`src/rtl/pkt_wsched_pkg.sv`:
```
// rtl/pkt_wsched_pkg.sv - shared types and defaults for the weighted packet scheduler
package pkt_wsched_pkg;

    localparam int WEIGHT_W_C   = 4;
    localparam int DEF_WEIGHT_C = 3;

    typedef enum logic [1:0] {
        ST_IDLE   = 2'd0,
        ST_REFILL = 2'd1,
        ST_BUSY   = 2'd2
    } wsched_state_e;

endpackage

```
`src/rtl/wsched_rr_pick.sv`:
```
// rtl/wsched_rr_pick.sv - combinational rotating-priority picker
//   eligible : per-requester candidate mask
//   ptr      : index that has highest priority this round
//   onehot   : one-hot winner (zero when nothing eligible)
//   idx      : encoded winner
//   found    : high when any candidate is eligible
module wsched_rr_pick #(
    parameter int NUM_REQ = 4,
    parameter int IDX_W   = $clog2(NUM_REQ)
) (
    input  logic [NUM_REQ-1:0] eligible,
    input  logic [IDX_W-1:0]   ptr,
    output logic [NUM_REQ-1:0] onehot,
    output logic [IDX_W-1:0]   idx,
    output logic               found
);

    int pos;

    // Scan NUM_REQ positions starting at ptr; the first hit wins.
    always_comb begin
        onehot = '0;
        idx    = '0;
        found  = 1'b0;
        pos    = 0;
        for (int k = 0; k < NUM_REQ; k++) begin
            pos = int'(ptr) + k;
            if (pos >= NUM_REQ) begin
                pos = pos - NUM_REQ;
            end
            if (!found && eligible[pos]) begin
                found       = 1'b1;
                onehot[pos] = 1'b1;
                idx         = IDX_W'(pos);
            end
        end
    end

endmodule

```
`src/rtl/pkt_weighted_scheduler.sv`:
```
// rtl/pkt_weighted_scheduler.sv - credit-weighted round-robin packet grant scheduler
//   clk, rst             : clock, synchronous active-high reset
//   req                  : per-requester packet request (level)
//   xfer, xfer_last      : owner beat strobe and end-of-packet marker
//   cfg_we/idx/weight    : weight write port
//   gnt, gnt_id, busy    : registered one-hot grant, encoded owner, grant held
module pkt_weighted_scheduler
    import pkt_wsched_pkg::*;
#(
    parameter int NUM_REQ    = 4,
    parameter int WEIGHT_W   = WEIGHT_W_C,
    parameter int DEF_WEIGHT = DEF_WEIGHT_C,
    localparam int IDX_W     = $clog2(NUM_REQ)
) (
    input  logic                clk,
    input  logic                rst,
    input  logic [NUM_REQ-1:0]  req,
    input  logic                xfer,
    input  logic                xfer_last,
    input  logic                cfg_we,
    input  logic [IDX_W-1:0]    cfg_idx,
    input  logic [WEIGHT_W-1:0] cfg_weight,
    output logic [NUM_REQ-1:0]  gnt,
    output logic [IDX_W-1:0]    gnt_id,
    output logic                busy
);

    wsched_state_e       state_q, state_d;
    logic [WEIGHT_W-1:0] weight [NUM_REQ];
    logic [WEIGHT_W-1:0] credit [NUM_REQ];
    logic [IDX_W-1:0]    ptr;

    logic [NUM_REQ-1:0]  eligible;
    logic [NUM_REQ-1:0]  pending;
    logic [NUM_REQ-1:0]  pick_onehot;
    logic [IDX_W-1:0]    pick_idx;
    logic                pick_found;

    logic                grant_load;
    logic                do_refill;
    logic                do_release;

    always_comb begin
        eligible = '0;
        pending  = '0;
        for (int i = 0; i < NUM_REQ; i++) begin
            eligible[i] = req[i] && (credit[i] != '0);
            pending[i]  = req[i] && (weight[i] != '0);
        end
    end

    wsched_rr_pick #(
        .NUM_REQ (NUM_REQ),
        .IDX_W   (IDX_W)
    ) u_pick (
        .eligible (eligible),
        .ptr      (ptr),
        .onehot   (pick_onehot),
        .idx      (pick_idx),
        .found    (pick_found)
    );

    always_comb begin
        state_d    = state_q;
        grant_load = 1'b0;
        do_refill  = 1'b0;
        do_release = 1'b0;
        case (state_q)
            ST_IDLE: begin
                if (pick_found) begin
                    grant_load = 1'b1;
                    state_d    = ST_BUSY;
                end else if (|pending) begin
                    // Requests exist but every one is out of credit.
                    state_d = ST_REFILL;
                end
            end
            ST_REFILL: begin
                do_refill = 1'b1;
                state_d   = ST_IDLE;
            end
            ST_BUSY: begin
                if (xfer && xfer_last) begin
                    do_release = 1'b1;
                    state_d    = ST_IDLE;
                end
            end
            default: state_d = ST_IDLE;
        endcase
    end

    always_ff @(posedge clk) begin
        if (rst) begin
            state_q <= ST_IDLE;
            gnt     <= '0;
            gnt_id  <= '0;
            busy    <= 1'b0;
            ptr     <= '0;
            for (int i = 0; i < NUM_REQ; i++) begin
                weight[i] <= WEIGHT_W'(DEF_WEIGHT);
                credit[i] <= WEIGHT_W'(DEF_WEIGHT);
            end
        end else begin
            state_q <= state_d;
            if (grant_load) begin
                gnt    <= pick_onehot;
                gnt_id <= pick_idx;
                busy   <= 1'b1;
            end
            if (do_release) begin
                gnt  <= '0;
                busy <= 1'b0;
                if (credit[gnt_id] != '0) begin
                    credit[gnt_id] <= credit[gnt_id] - 1'b1;
                end
                ptr <= (gnt_id == IDX_W'(NUM_REQ - 1)) ? '0 : gnt_id + 1'b1;
            end
            // Refill reads weight before this cycle's cfg write lands.
            if (do_refill) begin
                for (int i = 0; i < NUM_REQ; i++) begin
                    credit[i] <= weight[i];
                end
            end
            if (cfg_we && (int'(cfg_idx) < NUM_REQ)) begin
                weight[cfg_idx] <= cfg_weight;
            end
        end
    end

endmodule

```
`config.mk`:
```
export PLATFORM = sky130hd
export DESIGN_NAME = pkt_weighted_scheduler
export DESIGN_NICKNAME = d
export VERILOG_FILES = /design/src/rtl/pkt_wsched_pkg.sv /design/src/rtl/wsched_rr_pick.sv /design/src/rtl/pkt_weighted_scheduler.sv
export SDC_FILE = /design/constraint.sdc
export NUM_CORES = 1
export LEC_CHECK = 0
export ABC_AREA = 1
export CORE_AREA = 5 5 106 68
export DETAILED_ROUTE_END_ITERATION = 16
export DIE_AREA = 0 0 111 73
export GPL_ROUTABILITY_DRIVEN = 0
export MAX_ROUTING_LAYER = met4
export PLACE_DENSITY = 0.64
export SYNTH_ARGS = -nofsm -noshare
export SYNTH_HDL_FRONTEND = slang
export SYNTH_SLANG_ARGS = --single-unit
```
`constraint.sdc`:
```
create_clock -name clk -period 2.3 [get_ports clk]
set_input_delay 0.23 -clock clk [delete_from_list [all_inputs] [get_ports clk]]
set_output_delay 0.23 -clock clk [all_outputs]
set_load 0.005 [all_outputs]
```
; Word level (Yosys, flattened, before mapping)
; Memories as Yosys holds them, arrays and structs flattened. A register that Yosys moved wholly into a read port is not among the register bits.
; Index checks and enable logic that the tools add are counted.
[totals]
wordCells = 144
ff_bits = 11
inputBits = 15
out_inout_bits = 7
memories = 2
mem_bits_rw = 32
[memory_table]
columns = name, words, width, rd, rd_clocked_by_memory_dff, wr, line_no
row1 = credit, 4, 4, 5, 1, 4, pkt_weighted_scheduler.sv:30  ; logic [WEIGHT_W-1:0] credit [NUM_REQ];
row2 = weight, 4, 4, 4, 0, 4, pkt_weighted_scheduler.sv:29  ; logic [WEIGHT_W-1:0] weight [NUM_REQ];
[op_classes]
addsub = 9
n_mux = 70
reduce_logical = 34
n_lt_le_gt_ge = 12
n_eq_ne = 5
n_bitwise = 7
[ops]
columns = op, n
row1 = $ge A32 B1 Y1 const B, 4
row2 = $lt A32 B4 Y1 const B, 4
row3 = $mux W32, 4
row4 = $ge A32 B4 Y1 const B, 3
row5 = $sub A32 B4 Y32 const B, 3
row6 = $mux W4, 10
row7 = $reduce_bool A4 Y1, 9
row8 = $mux W1, 35
row9 = $mux W2, 12
row10 = $logic_and A1 B1 Y1, 16
row11 = $or A4 B4 Y4, 3
row12 = $reduce_or A4 Y1, 3
row13 = $bmux W1 S2, 4
row14 = $demux W1 S2, 4
row15 = $add A2 B2 Y3 const B, 2
row16 = $eq A2 B2 Y1 const B, 2
row17 = $or A1 B1 Y1, 4
row18 = $pmux W2 S2, 1
row19 = $sub A2 B3 Y4 const B, 1
row20 = $sub A4 B1 Y4 const B, 1
row21 = $add A2 B1 Y3 const B, 1
row22 = $ge A2 B3 Y1 const B, 1
row23 = $logic_not A1 Y1, 3
row24 = $ne A3 B3 Y1 const B, 1
row25 = 6 further kinds, 6

; Logic depth before layout (Yosys ltp)
; Gate-level depths: netlist of run 1.
; An unclocked memory read counts as a cell.
[depth]
ltp_word = 20
mapped_depth = 13
mapped_depth_nobuf = 12

; Cells and area by module
; A second synthesis of run 1 with hierarchy kept.
[unflattened]
hier_cells = 333
hier_area_um2 = 2801.4
[by_module_without_submodules]
columns = mod, area_per_inst_um2, n_inst, cells_each, seq_area_each_um2
row1 = pkt_weighted_scheduler, 2323.5, 1, 256, 1221.2
row2 = wsched_rr_pick, 478.0, 1, 77, 0.0

; Worst setup path before layout of run 1
; Ideal clock, no wire load.
[synth_path]
path_type = flip-flop to flip-flop
start = register ptr[1]
end = register (tool-made name)
synth_period_minus_slack_ns = 1.908
n_path_buf = 1
setup_time_ns = 0.117
setup_slack_ns = 0.392
t_arrival_ns = 1.791
t_required_ns = 2.183
stages_incl_launch_ff = 12
path_cell_list = dfxtp_1 inv_1 ha_1 inv_1 nand3_1 nand2_4 nand4_4 nand2_2 buf_6 nand2_1 nand2_1 nor2_1
[synth_lines]
columns = item, line_no
row1 = "start, declared", pkt_weighted_scheduler.sv:31  ; logic [IDX_W-1:0] ptr;
row2 = "start signal, assigned", pkt_weighted_scheduler.sv:116  ; ptr <= (gnt_id == IDX_W'(NUM_REQ - 1)) ? '0 : gnt_id + 1'b1;

==> results.py, run 1 <==
metrics = {
    "drt": {
        "drt_iter0_markers": 164,
        "via_per_inst": 5.057,
        "drt_pre_antenna_iters": 5,
        "drcViolationCount": 0,
        "routed_wl_mm": 6.351,
        "avgRoutedWirePerCell_um": 14.40,
        "drtAntennaViolNets": 0,
        "vias": 2230,
    },
    "grt": {
        "grt_pass1_vias": 2062,
        "grt_util_all_layers": 0.1688,
        "grt_pass1_wl_mm": 10.39,
        "antenna_found_initial": 0,
        "grt-ovfl-total": 0,
        "grt_max_degree": 16,
    },
    "sta": {
        "setup_viol": 0,
        "slew_viol_final": 0,
        "min_period_ns": 2.103,
        "tns_ns": 0,
        "rsz0062_at_grt": "no",
        "fin_ws_ns": 0.1970,
        "tightest_slew_ns": 0.7018,
        "fin_worst_skew_ns": 0.007612,
        "post-route-period-util": 0.9143,
        "hold_violations": 0,
        "fmax_ghz": 0.4755,
        "hold_slack_ns": 0.4876,
        "slew_headroom": 0.5281,
    },
    "cts": {
        "cts_tree": "done",
        "cts_made_buffers": 5,
        "cts.sinks": 45,
        "cts.htree.levels": 2,
        "worstSkewPairLatency_ns": 0.30,
        "cts_resized": 0,
        "clk_pin_slew_worst_paths_ns": 0.09,
        "clk_path_buf_depth": 2,
        "ctsHoldBuffers": 0,
        "cts_root_buf": "clkbuf_8",
        "post_cts_buffers": 0,
    },
    "setup_path": {
        "end_kind": "flip-flop",
        "crit_arrival_ns": 2.12,
        "r2r_end": "credit[1][0]$_DFFE_PP_",
        "reg2reg_depth": 11,
        "cp_max_fo": 10,
        "rrSetupSlack_ns": 0.20,
        "crit_type": "reg2reg",
        "worstSetupStartpointType": "flip-flop",
        "required_ns": 2.32,
    },
    "placed_design": {
        "dp_hpwl_mm": 5.193,
        "io_buffers": 21,
        "dpl_cell_area_sq_mm": 0.003012,
        "place_ws_ns": 0.2359,
    },
    "cells_and_area": {
        "n_fill_cell": 587,
        "syn2layout_area_growth_pct": 16.12,
        "drive_above_1_share": 0.1130,
        "final_common_cell": "nand2_1",
        "nets": 381,
        "multi_input_area_sq_mm": 0.001259,
        "regArea_sq_mm": 0.001221,
        "utilization": 0.4920,
        "postLayoutCellArea_sq_mm": 0.003100,
        "final_cell_mix": "69 x nand2_1, 46 x nor2_1, 41 x inv_1, 32 x edfxtp_1, 27 x nand3_1",
        "n_antenna_cell": 0,
    },
    "outcome": {
        "status": "finished, final reports clean",
    },
    "worst_hold_path": {
        "hp-class": "reg2reg",
        "min_from": "busy$_SDFFE_PP0P_",
        "whs_endpoint": "busy$_SDFFE_PP0P_",
        "min_path_cells": 2,
    },
    "floorplan": {
        "pin_count": 22,
        "die_area_sq_mm": 0.008103,
        "initial_utilization": 0.4237,
        "fp.coreArea_sq_mm": 0.006302,
        "die_y_um": 73,
        "placementRows": 23,
        "fp.dieW_um": 111,
    },
    "synth": {
        "netlist.area_leader.share": 0.3599,
        "yosysTopAreaCell": "edfxtp_1",
        "synthCells": 322,
        "syn_area_sq_mm": 0.002670,
        "syn_avg_cell_area_sq_um": 8.292,
        "ys_ff_latch": 45,
        "postSynthNetCount": 350,
        "yosys-top-cells-area": "edfxtp_1 36%, dfxtp_1 9.7%, nand2_1 9.7%",
        "ys_warn_count": 0,
        "synth.distinct_cells": 35,
        "synth_seq_area_share": 0.4574,
    },
    "power_and_ir_drop": {
        "p_per_area_mw_per_mm2": 631.2,
        "p_leak_nw": 1.283,
        "vdd_drop_max_mv": 0.2954,
    },
    "job": {
        "drv_cap": 0,
    },
}
## per-layer routing
metal / vias to the layer above / wire [um] / track usage
met5: - / 0 / -
met4: 0 / 23 / 0.03689
met3: 2 / 537 / 0.04225
met2: 73 / 2345 / 0.2184
met1: 1027 / 3445 / 0.2593
li1: 1128 / - / -
## worst max-delay path, cell delays in order (launching register included)
cell,delay (ns)
dfxtp_1,0.48
inv_1,0.17
nand2_1,0.09
nand3_1,0.05
and2_2,0.24
inv_1,0.08
ha_1,0.17
nand3_1,0.10
nand2_1,0.10
inv_1,0.07
nand2_1,0.12
nand2_1,0.15
## power breakdown
group / total (mW) / internal (mW) / switching [mW]
clock: 0.488 / 0.215 / 0.273
sequential: 0.979 / 0.930 / 0.0489
combinational: 0.490 / 0.187 / 0.304
total: 1.96 / 1.33 / 0.625
## cells by family (layout without fill, tap and decap cells)
logic type	after synthesis	count (layout)	share of synthesized area
AO/OA/AOI/OAI	43	43	0.09795
XOR/XNOR	2	2	0.006562
adder cells (fa/ha/maj)	13	13	0.06092
buffers and inverters	47	79	0.07123
flip-flops	45	45	0.4574
AND/OR/NAND/NOR	172	172	0.3060
## worst max path at each step
| stage | start | end | slack (ns) | cells past startpoint |
|---|---|---|---|---|
| after CTS | flip-flop | credit[1][0]$_DFFE_PP_ | 0.22 | 11 |
| after floorplan | ptr[1]$_SDFFE_PP0P_ | flip-flop | 0.39 | 11 |
| after global routing | flip-flop | credit[1][0]$_DFFE_PP_ | 0.04 | 11 |
| final | flip-flop | credit[1][0]$_DFFE_PP_ | 0.20 | 11 |
| after global placement | rst | weight[1][2]$_SDFFCE_PN0P_ | 0.28 | 8 |
| after detailed placement | rst | weight[0][0]$_SDFFCE_PN1P_ | 0.24 | 8 |
## area by class of cell
| type | instances | area share |
|---|---|---|
| inverters | 44 | 0.05408 |
| clock buffers | 5 | 0.02220 |
| multi-input cells | 230 | 0.4060 |
| flip-flops and latches | 45 | 0.3939 |
| repair buffers | 27 | 0.08232 |
| clock inverters | 3 | 0.006457 |
| well taps | 87 | 0.03511 |
## flip-flops by register name, indices dropped and copies added, names as in the netlist, named ones only
register  count
credit       16
weight       16
gnt           4
gnt_id        2
ptr           2
state_q       2
busy          1
## through the flow
step                power [mW]  cells
floorplan                1.316    322
global placement         1.477    433
detailed placement       1.480    433
CTS                      1.967    441
global route             2.065    441
finish                   1.957    441
## Yosys cell counts (all sizes together)
cell    number
a21oi       19
a22oi        1
a32o         1
and2         1
buf          2
clkbuf       1
dfxtp       13
edfxtp      32
ha          13
inv         44
nand2       77
nand3       30
nand4        7
nor2        52
nor3         4
nor3b        1
o21ai       15
o22a         2
o31ai        1
o41a         1
o41ai        3
xnor2        2
(Power assumes the default switching activity.)
==> inputs of run 2 (changes only) <==
==> constraint.sdc (replaced) <==
create_clock -name clk -period 2.3 [get_ports clk]
set_input_delay 0.46 -clock clk [delete_from_list [all_inputs] [get_ports clk]]
set_output_delay 0.46 -clock clk [all_outputs]
set_load 0.005 [all_outputs]
==> results.py, run 2 (synthesized netlist as in run 1, its figures left out) <==
metrics = {
    "outcome": {
        "status": "finished, final reports clean",
    },
    "sta": {
        "tns_ns": 0,
        "post-route-period-util": 0.9293,
        "fin_worst_skew_ns": 0.01365,
        "fmax_ghz": 0.4679,
        "slew_headroom": 0.7333,
        "tightest_slew_ns": 0.3985,
        "min_period_ns": 2.137,
        "rsz0062_at_grt": "no",
        "slew_viol_final": 0,
        "fin_ws_ns": 0.1627,
        "hold_violations": 0,
        "setup_viol": 0,
    },
    "cells_and_area": {
        "drive_above_1_share": 0.1229,
        "final_cell_mix": "69 x nand2_1, 46 x nor2_1, 41 x inv_1, 32 x edfxtp_1, 27 x nand3_1",
        "n_fill_cell": 620,
        "syn2layout_area_growth_pct": 17.24,
        "nets": 385,
        "n_antenna_cell": 0,
        "final_common_cell": "nand2_1",
        "largestRegisters": "credit x16, weight x16, gnt x4",
    },
    "setup_path": {
        "crit_arrival_ns": 2.26,
        "worstSetupStartpointType": "flip-flop",
        "cp_max_fo": 7,
        "crit_type": "reg2reg",
        "end_kind": "flip-flop",
        "required_ns": 2.42,
        "rrSetupSlack_ns": 0.16,
    },
    "floorplan": {
        "initial_utilization": 0.4237,
        "placementRows": 23,
        "pin_count": 22,
        "die_area_sq_mm": 0.008103,
        "die_y_um": 73,
        "fp.coreArea_sq_mm": 0.006302,
        "fp.dieW_um": 111,
    },
    "drt": {
        "drtAntennaViolNets": 0,
        "avgRoutedWirePerCell_um": 14.28,
        "vias": 2260,
        "drcViolationCount": 0,
        "drt_iter0_markers": 164,
        "via_per_inst": 5.079,
        "routed_wl_mm": 6.355,
        "drt_pre_antenna_iters": 5,
    },
    "cts": {
        "cts_root_buf": "clkbuf_8",
        "clk_pin_slew_worst_paths_ns": 0.10,
        "clk_path_buf_depth": 2,
        "cts.htree.levels": 2,
        "post_cts_buffers": 0,
        "cts.sinks": 45,
        "cts_made_buffers": 5,
        "cts_tree": "done",
        "cts_resized": 0,
        "ctsHoldBuffers": 0,
        "worstSkewPairLatency_ns": 0.31,
    },
    "grt": {
        "grt-ovfl-total": 0,
        "grt_pass1_vias": 2116,
        "grt_pass1_wl_mm": 10.60,
        "antenna_found_initial": 0,
        "grt_util_all_layers": 0.1710,
        "grt_max_degree": 16,
    },
    "power_and_ir_drop": {
        "vdd_drop_max_mv": 0.3394,
        "p_leak_nw": 1.306,
        "p_per_area_mw_per_mm2": 631.5,
        "finalPower_mw": 1.977,
    },
    "worst_hold_path": {
        "hp-class": "reg2reg",
    },
    "placed_design": {
        "io_buffers": 21,
        "dp_hpwl_mm": 5.223,
        "place_ws_ns": 0.1402,
    },
    "job": {
        "drv_cap": 0,
    },
}
-- run 2: changes by cell type in the layout (fill, tap and decap cells not counted) --
cell,before,now
buf_4,6,10
inv_6,0,1
clkinvlp_4,1,0
inv_4,3,2
clkinv_2,0,1
-- run 2: report_power, final --
part | total (mW) | switching [mW] | internal (mW)
combinational | 0.503 | 0.307 | 0.196
sequential | 0.978 | 0.0483 | 0.930
clock | 0.495 | 0.279 | 0.217
total | 1.98 | 0.634 | 1.34
-- run 2: worst max-delay path: stages, from the launching register on --
cell,delay (ns)
dfxtp_1,0.48
inv_1,0.14
nand2_1,0.08
nand3_1,0.06
and2_2,0.24
inv_1,0.09
ha_1,0.19
nand3_1,0.10
nand2_1,0.10
inv_1,0.07
nand2_1,0.11
inv_1,0.08
a21oi_1,0.21
-- run 2: worst paths after layout --
check                                  startpoint  cells past startpoint                      to
worst min register to register  busy$_SDFFE_PP0P_                      2       busy$_SDFFE_PP0P_
worst min-delay path            busy$_SDFFE_PP0P_                      2       busy$_SDFFE_PP0P_
worst max register to register          flip-flop                     12  credit[0][1]$_DFFE_PP_
worst max-delay path                    flip-flop                     12  credit[0][1]$_DFFE_PP_
-- run 2: per-stage QoR --
stage | util | cells | hold slack [ns] | instance area, sq um
6_report | 0.4967 | 445 | 0.5070 | 3131
3_5_place_dp | 0.4826 | 437 | 0.4859 | 3042
2_1_floorplan | - | 322 | 0.4604 | 2670
4_1_cts | 0.4967 | 445 | 0.5124 | 3131
3_3_place_gp | 0.4826 | 437 | 0.4874 | 3042
5_1_grt | 0.4967 | 445 | 0.5498 | 3131
-- run 2: layer usage --
metal,part of all wire,track usage,routed length [um],up-vias
li1,-,-,-,1135
met1,0.53,0.2665,3380,1025
met2,0.37,0.2238,2377,95
met3,0.087,0.03397,553,5
met4,0.0069,0.03689,44,0
met5,0,-,0,-
-- run 2: layout make-up --
type / instances / area, sq um / share of cell area
timing repair buffer: 31 / 285.3 / 0.09113
multi-input combinational: 230 / 1259 / 0.4021
clock inverter: 3 / 20.02 / 0.006395
sequential: 45 / 1221 / 0.3901
tap: 87 / 108.9 / 0.03477
inverter: 44 / 167.7 / 0.05356
clock buffer: 5 / 68.82 / 0.02198
==> edit: new RTL, config.mk and constraints of run 2 <==
Re-encode `wsched_state_e` (3 states) as one-hot, 3 bits wide.
--- a/src/rtl/pkt_wsched_pkg.sv
+++ b/src/rtl/pkt_wsched_pkg.sv
@@ -4,10 +4,10 @@
     localparam int WEIGHT_W_C   = 4;
     localparam int DEF_WEIGHT_C = 3;
 
-    typedef enum logic [1:0] {
-        ST_IDLE   = 2'd0,
-        ST_REFILL = 2'd1,
-        ST_BUSY   = 2'd2
+    typedef enum logic [2:0] {
+        ST_IDLE   = 3'b001,
+        ST_REFILL = 3'b010,
+        ST_BUSY   = 3'b100
     } wsched_state_e;
 
 endpackage
Function: same outputs for any inputs over 10 cycles, from zero or initial values and one cycle with rst high; not proved beyond that.
==> edit against run 2 <==
  * Core utilization is 1.8 points higher
  * Critical endpoint is now credit[1][2]
  * Cell area is 3.7% higher
  * Combinational power is 8.3% higher
  * Area after synthesis is 2.0% higher
  * Clock skew is 5.4 ps lower
  * Count of clock-buffer cells in the layout is 3 higher
  * Final cell count is 5.2% higher
  * Worst hold slack worse by 9.6 ps
  * Die area stayed put
  * Highest routed layer unchanged
  * Routed wire length is 0.19% higher
  * First-iteration DRC count is 51% higher
  * Total power is 7.5% higher
  * Sequential cell count is 1 higher
  * Setup slack better by 120 ps
==> edit: results (changes against run 2) <==
Synth cell types 31 (-11%); wire per inst 13.6 um (-4.7%); Vias/cell 4.83 (-4.8%); CTS Root Cell clkbuf_8; hold path cells 2 (unchanged); async set-reset flop share out of synthesis 0 (unchanged); largest net degree at the start of global routing 16 (unchanged); count of input and output buffers 21 (unchanged); insertion delay to the later sink of the worst-skew pair 300 ps; fraction of power spent switching nets 0.305 (-0.0156); reg2reg path depth 9 (-3); Tightest Hold Check Type flop to flop; WP data arrival 2050 ps (-210 ps); Initial DRT Pass Iterations 7 (+2); setup bufs post-CTS 0 (unchanged); sequential area share after synthesis 0.456 (-0.00147); CTS resizes 0 (unchanged); DRT iter0 DRCs 247 (+51%); total routing usage reported by global routing 0.172 (+0.00140); Ys Warns 0 (unchanged); H-Tree Depth 2 (unchanged); status finished, final reports clean; Worst VDD drop 0.000302 V (-11%); Post-synth EDFFs 32 (unchanged); biggest regs credit x16, weight x16, gnt x4; first-pass GRT wire length 10.7 mm (+0.59%); TritonCTS Buffers 5 (unchanged); Slew headroom 0.596 (-0.137); number of global-route vias before repair 2098 (-0.85%); layout cells sized above 1 0.118 (-0.00479); initial antenna violation count 0 (unchanged); Max FO, Critical Path 9 (+2); DPL Wire Length 5.18 mm (-0.80%); Clock Path Buffers 2 (unchanged); fin nets 407 (+5.7%); skew final 8.24 ps (-5.41 ps); Synth area leaders edfxtp_1 35%, nand2_1 12%, dfxtp_1 10%; Mapped Nets 367 (+4.9%); n_diodes 0 (unchanged); Clock transition at path regs 80 ps (-20 ps); most frequent cells after synthesis 85 x nand2_1, 49 x inv_1, 45 x nor2_1, 35 x nand3_1, 32 x edfxtp_1; Static Leakage 0.00141 uW (+7.6%)
-- edit: kinds of logic (layout without fill, tap and decap cells) --
group	Yosys count	after routing	share of synthesized area
simple gates	187	187	0.315
buf+inv	56	97	0.0795
flops	46	46	0.456
compound gates	37	37	0.0882
fa+ha+maj	12	12	0.0551
xor+xnor	2	2	0.00643
-- edit: worst paths after layout --
check	start	to	slack, ps
setup / recovery	flop	credit[1][2]	280
hold / removal	busy	busy	500
setup reg to reg	flop	credit[1][2]	280
hold reg to reg	busy	busy	500
-- edit: layout make-up --
class	count	area, sq um
well taps	87	109
clock buffers	8	110
multi-input cells	238	1260
flip-flops and latches	46	1240
fillers	606	3060
inverters	54	205
repair buffers	35	315
-- edit: critical path: stages, from the launching register on --
cell,delay [ps]
dfxtp_1,500
inv_2,140
o21ai_0,180
o22a_1,200
ha_1,210
nand3_2,90
nand2_2,110
inv_2,60
nand2_1,100
nand2_1,150
-- edit: routing by layer --
metal  track usage  vias up  part of all wire
met2         0.206       75              0.35
met4        0.0492        0            0.0061
li1              -     1184                 -
met1         0.283      999              0.58
met3        0.0290        4             0.061
met5             -        -                 0
-- edit: power groups by stage --
stage,Sequential [uW],Combinational [uW],Clock (uW)
final,1010,545,572
after global placement,1030,537,0
after global routing,1020,610,615
after floorplan,1010,357,0
after detailed placement,1030,538,0
after CTS,1010,540,580
-- edit: metrics by stage --
| stage | instances | setup WS, ps | instance area, sq um | hold WS [ps] | total power, uW |
|---|---|---|---|---|---|
| after CTS | 468 | 317 | 3250 | 500 | 2130 |
| after global placement | 460 | 202 | 3140 | 504 | 1560 |
| final | 468 | 282 | 3250 | 497 | 2120 |
| after detailed placement | 460 | 185 | 3140 | 486 | 1560 |
| after floorplan | 340 | 472 | 2720 | 465 | 1370 |
| after global routing | 468 | 139 | 3250 | 514 | 2240 |
